===== src/rtl/pbs_input_capture_if.sv =====
// pbs_input_capture_if: board key/switch inputs and the move handshake toward the control FSM
interface pbs_input_capture_if;
    logic [1:0] key_n;
    logic [1:0] sw_move;
    logic       move_valid;
    logic [1:0] move_sel;
    logic       move_ack;
    logic       go_pulse;
    logic       dropped;
    modport master (
        input  key_n, sw_move, move_ack,
        output move_valid, move_sel, go_pulse, dropped
    );
    modport slave (
        output key_n, sw_move, move_ack,
        input  move_valid, move_sel, go_pulse, dropped
    );
endinterface


===== src/rtl/pbs_input_capture.sv =====
// pbs_input_capture: synchronizes and debounces board keys, issues go pulses and a move handshake
module pbs_input_capture #(
    parameter int DEBOUNCE_CYCLES = 16,
    parameter int CNT_W           = 16
) (
    input logic                 clk,
    input logic                 reset_n,
    pbs_input_capture_if.master bus
);
    if (DEBOUNCE_CYCLES < 2 || DEBOUNCE_CYCLES > 65535) begin : g_bad_cycles
        $error("DEBOUNCE_CYCLES must lie in 2..65535");
    end
    if (CNT_W < 31 && DEBOUNCE_CYCLES >= (1 << CNT_W)) begin : g_bad_width
        $error("CNT_W too narrow for DEBOUNCE_CYCLES");
    end

    localparam logic [CNT_W-1:0] LAST = CNT_W'(DEBOUNCE_CYCLES - 1);

    typedef enum logic {EMPTY, PENDING} state_t;

    logic [1:0]       key_s1, key_s2;
    logic [1:0]       sw_s1, sw_s2;
    logic [1:0]       stb;
    logic [CNT_W-1:0] cnt [2];
    logic [1:0]       press;
    state_t           state;
    logic [1:0]       sel;
    logic             go;
    logic             drop;

    // two-flop synchronizers; keys idle released (1), switches idle 0
    always_ff @(posedge clk or negedge reset_n)
        if (!reset_n) begin
            key_s1 <= 2'b11;
            key_s2 <= 2'b11;
            sw_s1  <= 2'b00;
            sw_s2  <= 2'b00;
        end else begin
            key_s1 <= bus.key_n;
            key_s2 <= key_s1;
            sw_s1  <= bus.sw_move;
            sw_s2  <= sw_s1;
        end

    // per-key debounce: flip after DEBOUNCE_CYCLES consecutive differing samples; strobe on press
    always_ff @(posedge clk or negedge reset_n)
        if (!reset_n) begin
            stb   <= 2'b11;
            press <= 2'b00;
            for (int k = 0; k < 2; k++) cnt[k] <= '0;
        end else begin
            for (int k = 0; k < 2; k++) begin
                press[k] <= 1'b0;
                if (key_s2[k] == stb[k])
                    cnt[k] <= '0;
                else if (cnt[k] == LAST) begin
                    stb[k]   <= key_s2[k];
                    cnt[k]   <= '0;
                    press[k] <= stb[k];
                end else
                    cnt[k] <= cnt[k] + CNT_W'(1);
            end
        end

    // move handshake FSM plus registered go and overrun pulses
    always_ff @(posedge clk or negedge reset_n)
        if (!reset_n) begin
            state <= EMPTY;
            sel   <= 2'b00;
            go    <= 1'b0;
            drop  <= 1'b0;
        end else begin
            go   <= press[1];
            drop <= press[0] && state == PENDING && !bus.move_ack;
            if (press[0] && (state == EMPTY || bus.move_ack)) begin
                state <= PENDING;
                sel   <= sw_s2;
            end else if (bus.move_ack)
                state <= EMPTY;
        end

    assign bus.move_valid = state == PENDING;
    assign bus.move_sel   = sel;
    assign bus.go_pulse   = go;
    assign bus.dropped    = drop;
endmodule

===== src/flat_wrapper.sv =====
// flat-port wrapper written by rule: the top's interface ports become plain ports
module pbs_input_capture_flat 
#(
    parameter int DEBOUNCE_CYCLES = 16,
    parameter int CNT_W           = 16
)
  (clk, reset_n, bus_key_n, bus_sw_move, bus_move_ack, bus_move_valid, bus_move_sel, bus_go_pulse, bus_dropped);
  pbs_input_capture_if bus_i ();
  input logic clk;
  input logic reset_n;
  input wire logic [$bits(bus_i.key_n)-1:0] bus_key_n;
  input wire logic [$bits(bus_i.sw_move)-1:0] bus_sw_move;
  input wire logic [$bits(bus_i.move_ack)-1:0] bus_move_ack;
  output wire logic [$bits(bus_i.move_valid)-1:0] bus_move_valid;
  output wire logic [$bits(bus_i.move_sel)-1:0] bus_move_sel;
  output wire logic [$bits(bus_i.go_pulse)-1:0] bus_go_pulse;
  output wire logic [$bits(bus_i.dropped)-1:0] bus_dropped;
  assign bus_i.key_n = bus_key_n;
  assign bus_i.sw_move = bus_sw_move;
  assign bus_i.move_ack = bus_move_ack;
  assign bus_move_valid = bus_i.move_valid;
  assign bus_move_sel = bus_i.move_sel;
  assign bus_go_pulse = bus_i.go_pulse;
  assign bus_dropped = bus_i.dropped;
  pbs_input_capture #(.DEBOUNCE_CYCLES(DEBOUNCE_CYCLES), .CNT_W(CNT_W)) u_core (.clk(clk), .reset_n(reset_n), .bus(bus_i));
endmodule

===== config.mk =====
export PLATFORM = sky130hd
export DESIGN_NAME = pbs_input_capture_flat
export DESIGN_NICKNAME = d
export VERILOG_FILES = /design/src/rtl/pbs_input_capture_if.sv /design/src/rtl/pbs_input_capture.sv /design/src/flat_wrapper.sv
export SDC_FILE = /design/constraint.sdc
export NUM_CORES = 1
export LEC_CHECK = 0
export CORE_MARGIN = 2
export CORE_UTILIZATION = 50
export CTS_CLUSTER_DIAMETER = 150
export DETAILED_ROUTE_END_ITERATION = 12
export GPL_TIMING_DRIVEN = 0
export PLACE_DENSITY = 0.69
export RECOVER_POWER = 25
export SYNTH_ARGS = -nofsm -noshare
export SYNTH_HDL_FRONTEND = slang
export SYNTH_SLANG_ARGS = --single-unit

===== constraint.sdc =====
create_clock -name clk -period 4.5 [get_ports clk]
set_clock_uncertainty 0.05 [all_clocks]
set_input_delay 1.35 -clock clk [delete_from_list [all_inputs] [get_ports clk]]
set_output_delay 1.35 -clock clk [all_outputs]
set_load 0.02 [all_outputs]

==> out/results.md, run 1 <==
| Step | Item | Reported |
| --- | --- | --- |
| worst setup path | Highest-delay cell along the critical path | clkdlybuf4s50_1 |
| synth | Main flop type after synthesis | dfrtp_1 |
| synth | Number of synthesized flops with an enable pin | 0 |
| timing | Final hold vios | 0 |
| flow run | Max-cap violations | 0 |
| final layout | Filler Cell Count | 341 |
| clocking | CTS Root Cell | clkbuf_8 |
| clocking | Hold_buf cts | 0 |
| floorplan | Boundary pin count | 12 |
| clocking | Longest Clk Path Bufs | 2 |
| placed design | IO buf count | 11 |
| power | Switching power | 165 µW |
| timing | Transition at the pin with the smallest max-transition slack | 1030 ps |
| worst setup path | Max Fanout on Critical Path | 2 |
| clocking | Worst-skew pair later-pin latency | 300 ps |
| power | Seq pwr share | 56.5% |
| timing | Headroom to the max-slew limit | 31.2% |
| final layout | Number of antenna cells inserted | 0 |
| power | Clock Power Share | 39.7% |
| power | Static Leak | 1.03 nW |
| timing | Total negative slack for setup checks | 0 ps |
| power | Fraction of power consumed by combinational cells | 3.8% |
| floorplan | Die outline width | 69.6 µm |
| floorplan | Number of rows created at floorplan | 23 |
| routing | Final routed DRC violation total | 0 |
| power | Power density over cell area | 329 mW/mm² |
| timing | Peak Freq | 377 MHz |
| synth | Synthesized instance count | 191 |
| hold path | HP Class | reg2reg |
| worst setup path | Family with the most delay on the worst path | buffers and inverters |
| worst setup path | Type of the setup path with the least slack | reg2out |
| clocking | Reg clk slew, reported paths | 80 ps |
| global route | Initial antenna violation count | 0 |
| power | Switching power as a share of total power | 20.4% |
| worst setup path | Logic depth of the worst register-to-register path | 6 |
| placed design | Gpl congestion | 0.855 |
| clocking | Number of H-tree levels | 2 |
| routing | Routed length per instance | 14.1 µm |
| final layout | Layout net count | 219 |
| floorplan | Initial Util | 52.7% |
| synth | Share of Yosys cell area claimed by the top area cell type | 49.9% |
| synth | Most frequent cells after synthesis | dfrtp_1 (43), nor2_1 (32), xnor2_1 (22), nand3_1 (10) |
| synth | Count of warnings emitted by yosys | 0 |
| worst setup path | Worst Setup Start Kind | register |
| worst setup path | Crit path capture type | output pin |
| worst setup path | List of cells traversed by the critical path | clkdlybuf4s50_1 |
| floorplan | Core area | 0.00409 mm² |
| power | Internal power | 643 µW |
| synth | Top-count cell post-synth | dfrtp_1 |
| final layout | Fraction of final layout cells with drive strength greater than 1 | 16.6% |
| worst setup path | Worst path depth | 1 |
| synth | Leading area contributor after synthesis | dfrtp_1 |
| routing | Routed via count | 1419 |
| routing | Router iterations before antenna repair | 4 |
| synth | Top post-synthesis cells by area | dfrtp_1 (50%), xnor2_1 (8.9%), dfstp_2 (7.3%) |
| global route | Maximum number of pins on one net before global-route repair | 33 |
| clocking | Setup fix buffers added after clock tree synthesis | 0 |
| timing | Minimum clock period | 2650 ps |
| synth | Synthesized Nets | 200 |
| worst setup path | Worst path max stage delay | 600 ps |
| worst setup path | Sum of buffers and inverters on the critical path | 1 |
| synth | Average instance area after synthesis | 11.3 µm² |
| routing | Detailed-route wire length | 3.68 mm |
| hold path | Worst Hold Path Cells | 0 |
| synth | Number of unique standard cell types used by synthesis | 23 |
| placed design | Hpwl dp | 2.62 mm |
| floorplan | Vert. Die Dim | 69.6 µm |
| timing | Share of the clock period used by the worst path | 58.9% |
| clocking | Clk sinks | 49 |
| clocking | CTS resizes | 0 |
| synth | Proportion of register bits with asynchronous set or reset after synthesis | 100% |
| routing | Via density per instance | 5.44 |
| timing | Max-slew violation total from the final report | 0 |
| clocking | Clock buffers created by TritonCTS | 5 |
| synth | Post-synthesis sequential area ratio | 57.3% |
| worst setup path | Crit path arrival time | 1250 ps |
| clocking | TritonCTS clock tree | done |
| global route | Number of global-route vias before repair | 1427 |
| final layout | Area growth syn-to-layout | 14.1% |
| routing | Initial detailed-routing violation count | 80 |
| floorplan | Die area | 0.00485 mm² |
| timing | Final setup fails | 0 |
| run status | Result of the run | finished clean |
| worst setup path | Required time of the critical path | 3100 ps |
| timing | RSZ-0062 raised after global routing | no |
| synth | Syn Std Cell Area | 0.00215 mm² |
| routing | Count of antenna-violating nets left after detailed routing | 0 |
| power | Final Total Pwr | 808 µW |
| global route | Total global-route track usage | 17.4% |
| power | Maximum VDD drop | 0.232 mV |
| global route | GR Overflow Total | 0 |
| global route | Wire length of the first global-routing pass | 6.64 mm |
| synth | Register bit total from synthesis | 49 |
[placed cells by master (no fill, tap or decap), types with 7 or more instances in the layout]
cell type,instances
dfrtp_1,43
nor2_1,32
xnor2_1,22
nand3_1,10
nand4_1,9
nor3_1,9
nor4_1,8
xor2_1,8
nand2_1,8
clkdlybuf4s50_1,7
[power groups by stage]
stage	logic, mW	clock network [mW]	registers (mW)
finish	0.0306	0.321	0.456
global route	0.0349	0.349	0.458
CTS	0.0324	0.330	0.457
detailed placement	0.0324	0	0.465
global placement	0.0295	0	0.464
floorplan	0.0135	0	0.463
[area by class of cell]
class,instances,area (µm²),area share [%]
sequential,49,1230,50.2
multi-input combinational,132,865,35.2
timing repair buffer,12,124,5.04
clock buffer,7,86.3,3.51
tap,50,62.6,2.55
buffer,5,37.5,1.53
clock inverter,1,30.0,1.22
inverter,5,18.8,0.764
[cell families after synthesis]
logic type | count (synthesis) | share of synthesized area, %
buf+inv | 10 | 2.61
fa+ha+maj | 2 | 1.16
flops | 49 | 57.3
mux | 4 | 2.09
xor+xnor | 30 | 12.2
simple gates | 96 | 24.7
[through the flow]
stage	setup WS [ps]	hold WS [ps]	util, %	instance area [µm²]	cells
6_report	1850	304	60.1	2460	261
4_1_cts	1830	306	60.2	2460	261
3_3_place_gp	784	284	57.0	2330	252
3_5_place_dp	1980	286	57.3	2340	253
2_1_floorplan	2410	281	-	2150	191
5_1_grt	1790	318	60.1	2460	261
[layer usage]
layer,vias up,global-route usage (%),part of all wire [%]
met1,700,22.8,45
met3,8,5.38,3.7
met5,-,0,0
li1,689,-,-
met4,0,7.05,2.1
met2,22,27.0,49
[worst paths after layout]
check / slack [ps] / startpoint / end
min reg2reg: 300 / u_core.press[1]$_DFF_PN0_ / u_core.bus.go_pulse$_DFF_PN0_
min: 300 / u_core.press[1]$_DFF_PN0_ / u_core.bus.go_pulse$_DFF_PN0_
min in group asynchronous: 1160 / reset_n / u_core.cnt[24]$_DFF_PN0_
max: 1850 / u_core.bus.move_valid$_DFFE_PN0P_ / bus_move_valid
max reg2reg: 2800 / u_core.cnt[0]$_DFF_PN0_ / u_core.cnt[7]$_DFF_PN0_
max in group asynchronous: 2480 / reset_n / u_core.stb[0]$_DFFE_PN1P_
[state kept, by name, summed over array words and instances (netlist names)]
register               count
u_core.press               2
u_core.bus.go_pulse        1
u_core.bus.move_sel        2
u_core.stb                 2
u_core.sw_s1               2
u_core.bus.move_valid      1
u_core.key_s1              2
u_core.cnt                32
u_core.key_s2              2
u_core.sw_s2               2
u_core.bus.dropped         1
No activity file was read; power rests on OpenSTA's default activity.
==> inputs of run 2 (changes only) <==
==> constraint.sdc (replaced) <==
create_clock -name clk -period 2.7 [get_ports clk]
set_clock_uncertainty 0.05 [all_clocks]
set_input_delay 0.81 -clock clk [delete_from_list [all_inputs] [get_ports clk]]
set_output_delay 0.81 -clock clk [all_outputs]
set_load 0.02 [all_outputs]
==> results of run 2 <==
Same layout as run 1 (identical final DEF). Status: finished clean.
Among the figures that moved: setup slack after placement 1980 ps -> 718 ps; setup slack after layout 1850 ps -> 589 ps; register-to-register setup slack 2800 ps -> 1000 ps; total power 0.808 mW -> 1.35 mW; worst IR drop on VDD 0.232 mV -> 0.387 mV
==> inputs of run 3 (changes only) <==
--- a/config.mk
+++ b/config.mk
@@ -10,7 +10,7 @@
 export CTS_CLUSTER_DIAMETER = 150
 export DETAILED_ROUTE_END_ITERATION = 12
 export GPL_TIMING_DRIVEN = 0
-export PLACE_DENSITY = 0.69
+export PLACE_DENSITY = 0.71
 export RECOVER_POWER = 25
 export SYNTH_ARGS = -nofsm -noshare
 export SYNTH_HDL_FRONTEND = slang
==> constraint.sdc (replaced) <==
create_clock -name clk -period 1.9 [get_ports clk]
set_clock_uncertainty 0.05 [all_clocks]
set_input_delay 0.57 -clock clk [delete_from_list [all_inputs] [get_ports clk]]
set_output_delay 0.57 -clock clk [all_outputs]
set_load 0.02 [all_outputs]
==> out/results.md, run 3 (synthesized netlist as in run 1, its figures left out) <==
| Step | Item | Reported | vs previous |
| --- | --- | --- | --- |
| run status | Result of the run | finished clean |  |
| clocking | Hold_buf cts | 0 | unchanged |
| timing | Final setup fails | 0 | unchanged |
| worst setup path | Type of the setup path with the least slack | reg2reg |  |
| worst setup path | Sum of buffers and inverters on the critical path | 1 | unchanged |
| final layout | Commonest non-fill, non-tap cell in the layout | dfrtp_1 |  |
| timing | Transition at the pin with the smallest max-transition slack | 1050 ps | +17.1 ps |
| worst setup path | Worst r2r dst | u_core.cnt[22]$_DFF_PN0_ |  |
| clocking | Clock buffers created by TritonCTS | 5 | unchanged |
| worst setup path | Logic depth of the worst register-to-register path | 6 | unchanged |
| floorplan | Core area | 0.00409 mm² | unchanged |
| final layout | Number of flip-flops under the largest register name | 32 | unchanged |
| clocking | Longest Clk Path Bufs | 2 | unchanged |
| worst setup path | Critical path startpoint | u_core.cnt[16]$_DFF_PN0_ |  |
| floorplan | Initial Util | 52.7% | unchanged |
| final layout | Biggest register | u_core.cnt |  |
| timing | WHS | 310 ps | +6.40 ps |
| clocking | Number of H-tree levels | 2 | unchanged |
| final layout | Area growth syn-to-layout | 13.1% |  |
| timing | Headroom to the max-slew limit | 30.0% | -1.1 points |
| worst setup path | Worst Setup Start Kind | register |  |
| timing | Minimum clock period | 1720 ps |  |
| placed design | Gpl congestion | 0.891 | +4.2% |
| worst setup path | Max Fanout on Critical Path | 10 | +8 |
| final layout | Fraction of final layout cells with drive strength greater than 1 | 17.1% | +0.47 points |
| worst setup path | Highest-delay cell along the critical path | dfrtp_1 |  |
| routing | Final routed DRC violation total | 0 | unchanged |
| placed design | Hpwl dp | 2.56 mm | -2.2% |
| clocking | Worst-skew pair later-pin latency | 310 ps | about the same |
| routing | Detailed-route wire length | 3.66 mm | -0.49% |
| timing | RSZ-0062 raised after global routing | no |  |
| worst setup path | Slack of the worst reg-to-reg path | 180 ps |  |
| floorplan | Number of rows created at floorplan | 23 | unchanged |
| final layout | Commonest cells after routing, fill and taps aside | dfrtp_1 (43), nor2_1 (32), xnor2_1 (22), nand3_1 (10) |  |
| worst setup path | Crit path capture type | register |  |
| floorplan | Boundary pin count | 12 | unchanged |
| final layout | Number of antenna cells inserted | 0 | unchanged |
| global route | GR Layer Usage met2 | 28.3% | +1.3 points |
| routing | Via density per instance | 5.42 | -0.28% |
| routing | Routed length per instance | 14.0 µm | -0.49% |
| floorplan | Vert. Die Dim | 69.6 µm | unchanged |
| worst setup path | Worst path max stage delay | 440 ps | -160 ps |
| clocking | Clk sinks | 49 | unchanged |
| final layout | Layout net count | 219 | unchanged |
| floorplan | Die area | 0.00485 mm² | unchanged |
| worst setup path | Worst path depth | 6 | +5 |
| worst setup path | RR Startpoint | u_core.cnt[16]$_DFF_PN0_ |  |
| global route | GR Overflow Total | 0 | unchanged |
| placed design | Cell area reported after detailed placement | 0.00234 mm² | unchanged |
| global route | Wire length of the first global-routing pass | 6.56 mm | -1.3% |
| clocking | Reg clk slew, reported paths | 90 ps | about the same |
| routing | Router iterations before antenna repair | 4 | unchanged |
| global route | Maximum number of pins on one net before global-route repair | 32 | -3.0% |
| hold path | HP Class | reg2reg |  |
| worst setup path | List of cells traversed by the critical path | ha_1 -> and3_1 -> nand4_1 -> nand2_2 -> buf_6 -> nor2_1 |  |
| clocking | CTS Root Cell | clkbuf_8 |  |
| global route | Met1 routing resource usage after global routing | 20.3% | -2.5 points |
| global route | Global-route track usage on met3 | 5.38% | unchanged |
| placed design | IO buf count | 11 | unchanged |
| floorplan | Die outline width | 69.6 µm | unchanged |
| routing | Count of antenna-violating nets left after detailed routing | 0 | unchanged |
| global route | Number of global-route vias before repair | 1483 | +3.9% |
| clocking | TritonCTS clock tree | done |  |
| routing | Initial detailed-routing violation count | 111 | +39% |
| flow run | Max-cap violations | 0 | unchanged |
| worst setup path | Family with the most delay on the worst path | simple AND/OR/NAND/NOR gates |  |
| timing | Share of the clock period used by the worst path | 90.7% |  |
| worst setup path | Critical Path End | u_core.cnt[22]$_DFF_PN0_ |  |
| timing | Max-slew violation total from the final report | 0 | unchanged |
| global route | Most used routing layer in global routing | met2 |  |
| global route | Total global-route track usage | 17.0% | -0.33 points |
| routing | Routed via count | 1415 | -0.28% |
| worst setup path | Crit path arrival time | 1880 ps | +630 ps |
| final layout | Final Cell Area | 0.00244 mm² | -0.87% |
| power | Static Leak | 1.07 nW | +3.7% |
| global route | Initial antenna violation count | 0 | unchanged |
| power | Maximum VDD drop | 0.668 mV |  |
| timing | Peak Freq | 580 MHz |  |
| power | Power density over cell area | 740 mW/mm² |  |
| timing | Final hold vios | 0 | unchanged |
| worst setup path | Required time of the critical path | 2060 ps |  |
-- run 3: worst register-to-register path, stage by stage (launching register included) --
cell and delay (ps):
dfrtp_1 440, ha_1 230, and3_1 240, nand4_1 220, nand2_2 210, buf_6 160
nor2_1 60
-- run 3: through the flow --
step	TNS (ps)	power, mW	util [%]	cells	worst slack (ps)
2_1_floorplan	0	1.13	-	191	446
3_3_place_gp	-46490	1.17	57.0	252	-1010
3_5_place_dp	0	1.18	57.3	253	117
4_1_cts	0	1.82	59.5	261	7.81
5_1_grt	0	1.88	59.6	261	43.0
6_report	0	1.80	59.6	261	176
-- run 3: worst min path at each step --
stage,from,end,slack (ps),depth (start not counted)
floorplan,reset_n,u_core.bus.dropped$_DFF_PN0_,220,0
global placement,u_core.press[1]$_DFF_PN0_,u_core.bus.go_pulse$_DFF_PN0_,280,0
detailed placement,u_core.sw_s1[0]$_DFF_PN0_,u_core.sw_s2[0]$_DFF_PN0_,290,0
CTS,reset_n,u_core.cnt[31]$_DFF_PN0_,150,1
global route,u_core.key_s1[0]$_DFF_PN1_,u_core.key_s2[0]$_DFF_PN1_,310,0
finish,u_core.sw_s1[0]$_DFF_PN0_,u_core.sw_s2[0]$_DFF_PN0_,310,0
-- run 3: layout make-up --
| type | count | area [µm²] |
|---|---|---|
| clock buffers | 5 | 68.8 |
| clock inverters | 3 | 25.0 |
| flip-flops and latches | 49 | 1230 |
| fillers | 333 | 1650 |
| well taps | 50 | 62.6 |
| plain buffers | 5 | 37.5 |
| repair buffers | 12 | 125 |
| inverters | 5 | 18.8 |
| multi-input cells | 132 | 865 |
-- run 3: per-layer routing --
layer  wire (µm)  vias to the layer above
met4          92                        0
met2        1830                       26
met5           0                        -
met3         133                       13
li1            -                      689
met1        1610                      687
-- run 3: where the power goes --
group / total (mW) / leakage, nW / internal [mW] / switching, mW
Combinational: 0.0731 / 0.377 / 0.0295 / 0.0436
Sequential: 1.08 / 0.649 / 1.06 / 0.0166
Clock: 0.649 / 0.0452 / 0.269 / 0.380
-- run 3: what timing repair did --
item,4_1_cts,5_1_grt
buffers inserted,0,0
endpoints found under the setup margin,3,2
gates resized for setup,3,2
pin swaps,0,0
==> patch 1, RTL diff (config.mk and constraints of run 2) <==
Make the reset (`reset_n`) synchronous in 3 clocked blocks.
--- a/src/rtl/pbs_input_capture.sv
+++ b/src/rtl/pbs_input_capture.sv
@@ -29,7 +29,7 @@
     logic             drop;
 
     // two-flop synchronizers; keys idle released (1), switches idle 0
-    always_ff @(posedge clk or negedge reset_n)
+    always_ff @(posedge clk)
         if (!reset_n) begin
             key_s1 <= 2'b11;
             key_s2 <= 2'b11;
@@ -43,7 +43,7 @@
         end
 
     // per-key debounce: flip after DEBOUNCE_CYCLES consecutive differing samples; strobe on press
-    always_ff @(posedge clk or negedge reset_n)
+    always_ff @(posedge clk)
         if (!reset_n) begin
             stb   <= 2'b11;
             press <= 2'b00;
@@ -63,7 +63,7 @@
         end
 
     // move handshake FSM plus registered go and overrun pulses
-    always_ff @(posedge clk or negedge reset_n)
+    always_ff @(posedge clk)
         if (!reset_n) begin
             state <= EMPTY;
             sel   <= 2'b00;
Check against the original RTL: no difference found for any inputs over 10 cycles, from zero or initial values and one cycle with reset_n low; that may be too few to reach the edited logic, so the function may still have changed.
==> patch 1 against run 2 <==
Area after synthesis increased by 5.6%; register-to-register slack got worse by 570 ps; power increased by 2.5%; setup slack got worse by 160 ps; final area increased by 7.7%; sequential share of layout area decreased by 1.0 points; wire length decreased by 6.8%; sequential cell count unchanged; via count increased by 6.1%; global-route usage decreased by 1.6 points; worst hold slack improved by 65 ps; fmax decreased by 7.1%.
==> patch 1: results <==
outcome:
  outcome: "finished clean"
synth:
  ys_types: 28
  synth_edf_count: 32
  synthTopCellsByCount: "nor2_1, edfxtp_1, xnor2_1, dfxtp_1, nand2_1"
  syn_inst: 205
  synth_async_sr_flop_share_pct: 0
  synth-seq-area-share_pct: 57.21
  synth_area_leaders: "edfxtp_1, dfxtp_1, xnor2_1, nor2_1, xor2_1"
finish:
  antenna_cells: 0
  stdcell_count: 306
  nets: 262
  layout-drive-gt1-share_pct: 5.512
  regMostFlops: "u_core.cnt"
setup_path:
  cp_slowest_cell: "or4_4"
  critPathMaxFanout: 10
  cp.arrival_ps: 2290
power:
  leakagePower_nw: 0.9350
  peakVddDrop_mv: 0.2853
route:
  met3WireLength_um: 106
  wl_met2_mm: 1.636
  wl_per_cell_um: 11.20
  drt_iter0_markers: 93
  wl_met1_mm: 1.627
  vias: 1506
place:
  dp_hpwl_mm: 2.474
  placedCellCount: 298
  place_ws_ps: 433.6
  dpl_cell_area_um2: 2556
  portBuffers: 10
  gp_congestion: 0.7949
global_routing:
  track_usage_pct: 15.73
  grt_max_degree: 19
  grt_pass1_wl_mm: 6.285
clocking:
  clkLatencyLatePin_ps: 310
  post_cts_buffers: 0
  clkTransAtPathRegs_ps: 100
  cts_buffers: 5
  htreeDepth: 2
  root_buffer: "clkbuf_8"
timing:
  relSlewSlack_pct: 64.74
## patch 1: layer usage
| layer | up-vias | global-route usage [%] |
|---|---|---|
| met5 | - | 0 |
| met4 | 0 | 6.918 |
| met3 | 5 | 4.641 |
| met2 | 18 | 25.21 |
| met1 | 704 | 19.82 |
| li1 | 779 | - |
## patch 1: path summary, 6_finish.rpt
path	startpoint	endpoint	slack [ps]	depth (start not counted)
max	u_core.cnt[0][4]	u_core.cnt[0][10]	430	5
min	u_core.key_s1[1]	u_core.key_s2[1]	370	1
max reg2reg	u_core.cnt[0][4]	u_core.cnt[0][10]	430	5
min reg2reg	u_core.key_s1[1]	u_core.key_s2[1]	370	1
## patch 1: worst max-delay path: cells and delay by family (launching register included)
kind	cells	cell delay [ps]
buffers and inverters	1	140
flip-flops	1	490
AND/OR/NAND/NOR	4	1350
## patch 1: area by class of cell
| class | count | area [µm²] |
|---|---|---|
| Buffer | 4 | 33.78 |
| Clock buffer | 5 | 68.82 |
| Clock inverter | 3 | 28.78 |
| Fill cell | 358 | 1708 |
| Inverter | 7 | 26.28 |
| Multi-Input combinational cell | 176 | 1022 |
| Sequential cell | 49 | 1301 |
| Tap cell | 52 | 65.06 |
| Timing Repair Buffer | 10 | 100.1 |
## patch 1: kinds of logic after synthesis
kind of cell             after synthesis  synth area share [%]
multiplexers                           4                 1.760
adder cells (fa/ha/maj)                2                 1.100
AND/OR/NAND/NOR                      106                 24.75
flip-flops                            49                 57.21
buffers and inverters                 11                 2.970
other                                  1                0.1649
XOR/XNOR                              29                 11.17
AO/OA/AOI/OAI                          3                0.8801
## patch 1: power breakdown
| group | internal [mW] | switching [mW] |
|---|---|---|
| sequential | 0.823 | 0.0252 |
| combinational | 0.0302 | 0.0314 |
| clock | 0.194 | 0.276 |
==> patch 2, RTL diff (settings of run 2) <==
Without the edit above. `CNT_W` is set to 16 in 2 places; all go to 18.
--- a/src/rtl/pbs_input_capture.sv
+++ b/src/rtl/pbs_input_capture.sv
@@ -1,7 +1,7 @@
 // pbs_input_capture: synchronizes and debounces board keys, issues go pulses and a move handshake
 module pbs_input_capture #(
     parameter int DEBOUNCE_CYCLES = 16,
-    parameter int CNT_W           = 16
+    parameter int CNT_W           = 18
 ) (
     input logic                 clk,
     input logic                 reset_n,
--- a/src/flat_wrapper.sv
+++ b/src/flat_wrapper.sv
@@ -2,7 +2,7 @@
 module pbs_input_capture_flat 
 #(
     parameter int DEBOUNCE_CYCLES = 16,
-    parameter int CNT_W           = 16
+    parameter int CNT_W           = 18
 )
   (clk, reset_n, bus_key_n, bus_sw_move, bus_move_ack, bus_move_valid, bus_move_sel, bus_go_pulse, bus_dropped);
   pbs_input_capture_if bus_i ();
Behaviour: no difference found for any inputs over 10 cycles, from zero or initial values and one cycle with reset_n low; that may be too few to reach the edited logic, so the function may still have changed.
==> patch 2 against run 2 <==
Via count up 9.7%; setup slack worse by 18 ps; wire length up 6.4%; final area up 6.4%; area after synthesis up 8.1%; power down 0.41%; sequential share of layout area up 0.83 points; cell count up 9.6%; synthesized cell count up 12%; sequential cell count up 4; combinational power up 12%; largest power group unchanged.
==> patch 2: results <==
outcome:
  outcome: "finished clean"
place:
  gp_congestion: 0.7816
  place_ws_ps: 691.1
  dp_hpwl_mm: 2.777
  placedCellCount: 278
  dpl_cell_area_um2: 2520
finish:
  inv_count: 9
  largest_reg_flops: 36
  clock_area_share_pct: 3.638
  syn_to_final_growth_pct: 12.19
  nets: 242
  clock_buffers: 5
  layout-drive-gt1-share_pct: 11.54
  buffers: 16
  antenna_cells: 0
  multi_input_area_share_pct: 34.94
  multiInputCombCellCount: 148
  layout.nonclk_buf_share_pct: 6.606
  nFillCells: 397
  seq_share_pct: 51.03
setup_path:
  r2r-end: "u_core.cnt[15]"
  critPathMaxFanout: 2
  cp.arrival_ps: 1270
  endpoint: "bus_move_sel[1]"
  r2r-start: "u_core.cnt[13]"
  startpoint: "u_core.bus.move_sel[1]"
  cp_slowest_cell: "clkdlybuf4s50_1"
  ff2ff_setup_slack_ps: 830
synth:
  synth-seq-area-share_pct: 57.25
  ys_seq_elements: 53
  yosys_warnings: 0
  syn_nets: 223
  syn_inst: 214
  synth_area_leaders: "dfrtp_1, xnor2_1, dfstp_2, nor2_1, nor4_1"
  synthTopCellsByCount: "dfrtp_1, nor2_1, xnor2_1, nor4_1"
route:
  drt-pass1-iter-count: 4
  wl_per_cell_um: 13.67
  drt_iter0_markers: 72
  met3WireLength_um: 132
  routed_wl_mm: 3.909
  vias: 1556
  wl_met2_mm: 1.918
  wl_met1_mm: 1.780
worst_hold_path:
  whs_endpoint: "u_core.sw_s2[0]"
  hold_depth: 0
  min-delay-start: "u_core.sw_s1[0]"
power:
  leakagePower_nw: 1.059
  peakVddDrop_mv: 0.3399
timing:
  relSlewSlack_pct: 16.66
  final.min_clock_period_ps: 2129
  whs_ps: 306.6
global_routing:
  antenna_found_initial: 0
  grt_pass1_vias: 1542
  grt_pass1_wl_mm: 6.975
  grt_max_degree: 32
  track_usage_pct: 17.28
die:
  row_count: 24
clocking:
  htreeDepth: 2
  clkTransAtPathRegs_ps: 100
## patch 2: cell types whose count changed after synthesis, moves of 3 or more
cell,run 2,this run
nor2_1,32,41
nor4_1,8,14
xnor2_1,22,28
dfrtp_1,43,47
inv_1,5,9
nand4_2,4,0
nor4_2,4,0
xor2_1,8,4
buf_2,3,0
nand4_1,9,12
## patch 2: per-layer routing
layer / vias to the layer above / global-route usage (%)
met1: 752 / 21.59
met2: 18 / 28.24
met4: 0 / 6.918
met5: - / 0
li1: 776 / -
met3: 10 / 5.139
## patch 2: cell families after synthesis
logic type	share of synthesized area, %
mux	1.933
xor+xnor	12.03
flops	57.25
simple gates	22.13
compound gates	2.041
fa+ha+maj	1.074
buf+inv	3.544
## patch 2: where the power goes
group	switching [mW]	leakage, nW	internal (mW)	total (mW)
clock	0.275	0.0487	0.189	0.464
combinational	0.0323	0.305	0.0249	0.0572
sequential	0.0103	0.705	0.809	0.819
total	0.318	1.06	1.02	1.34
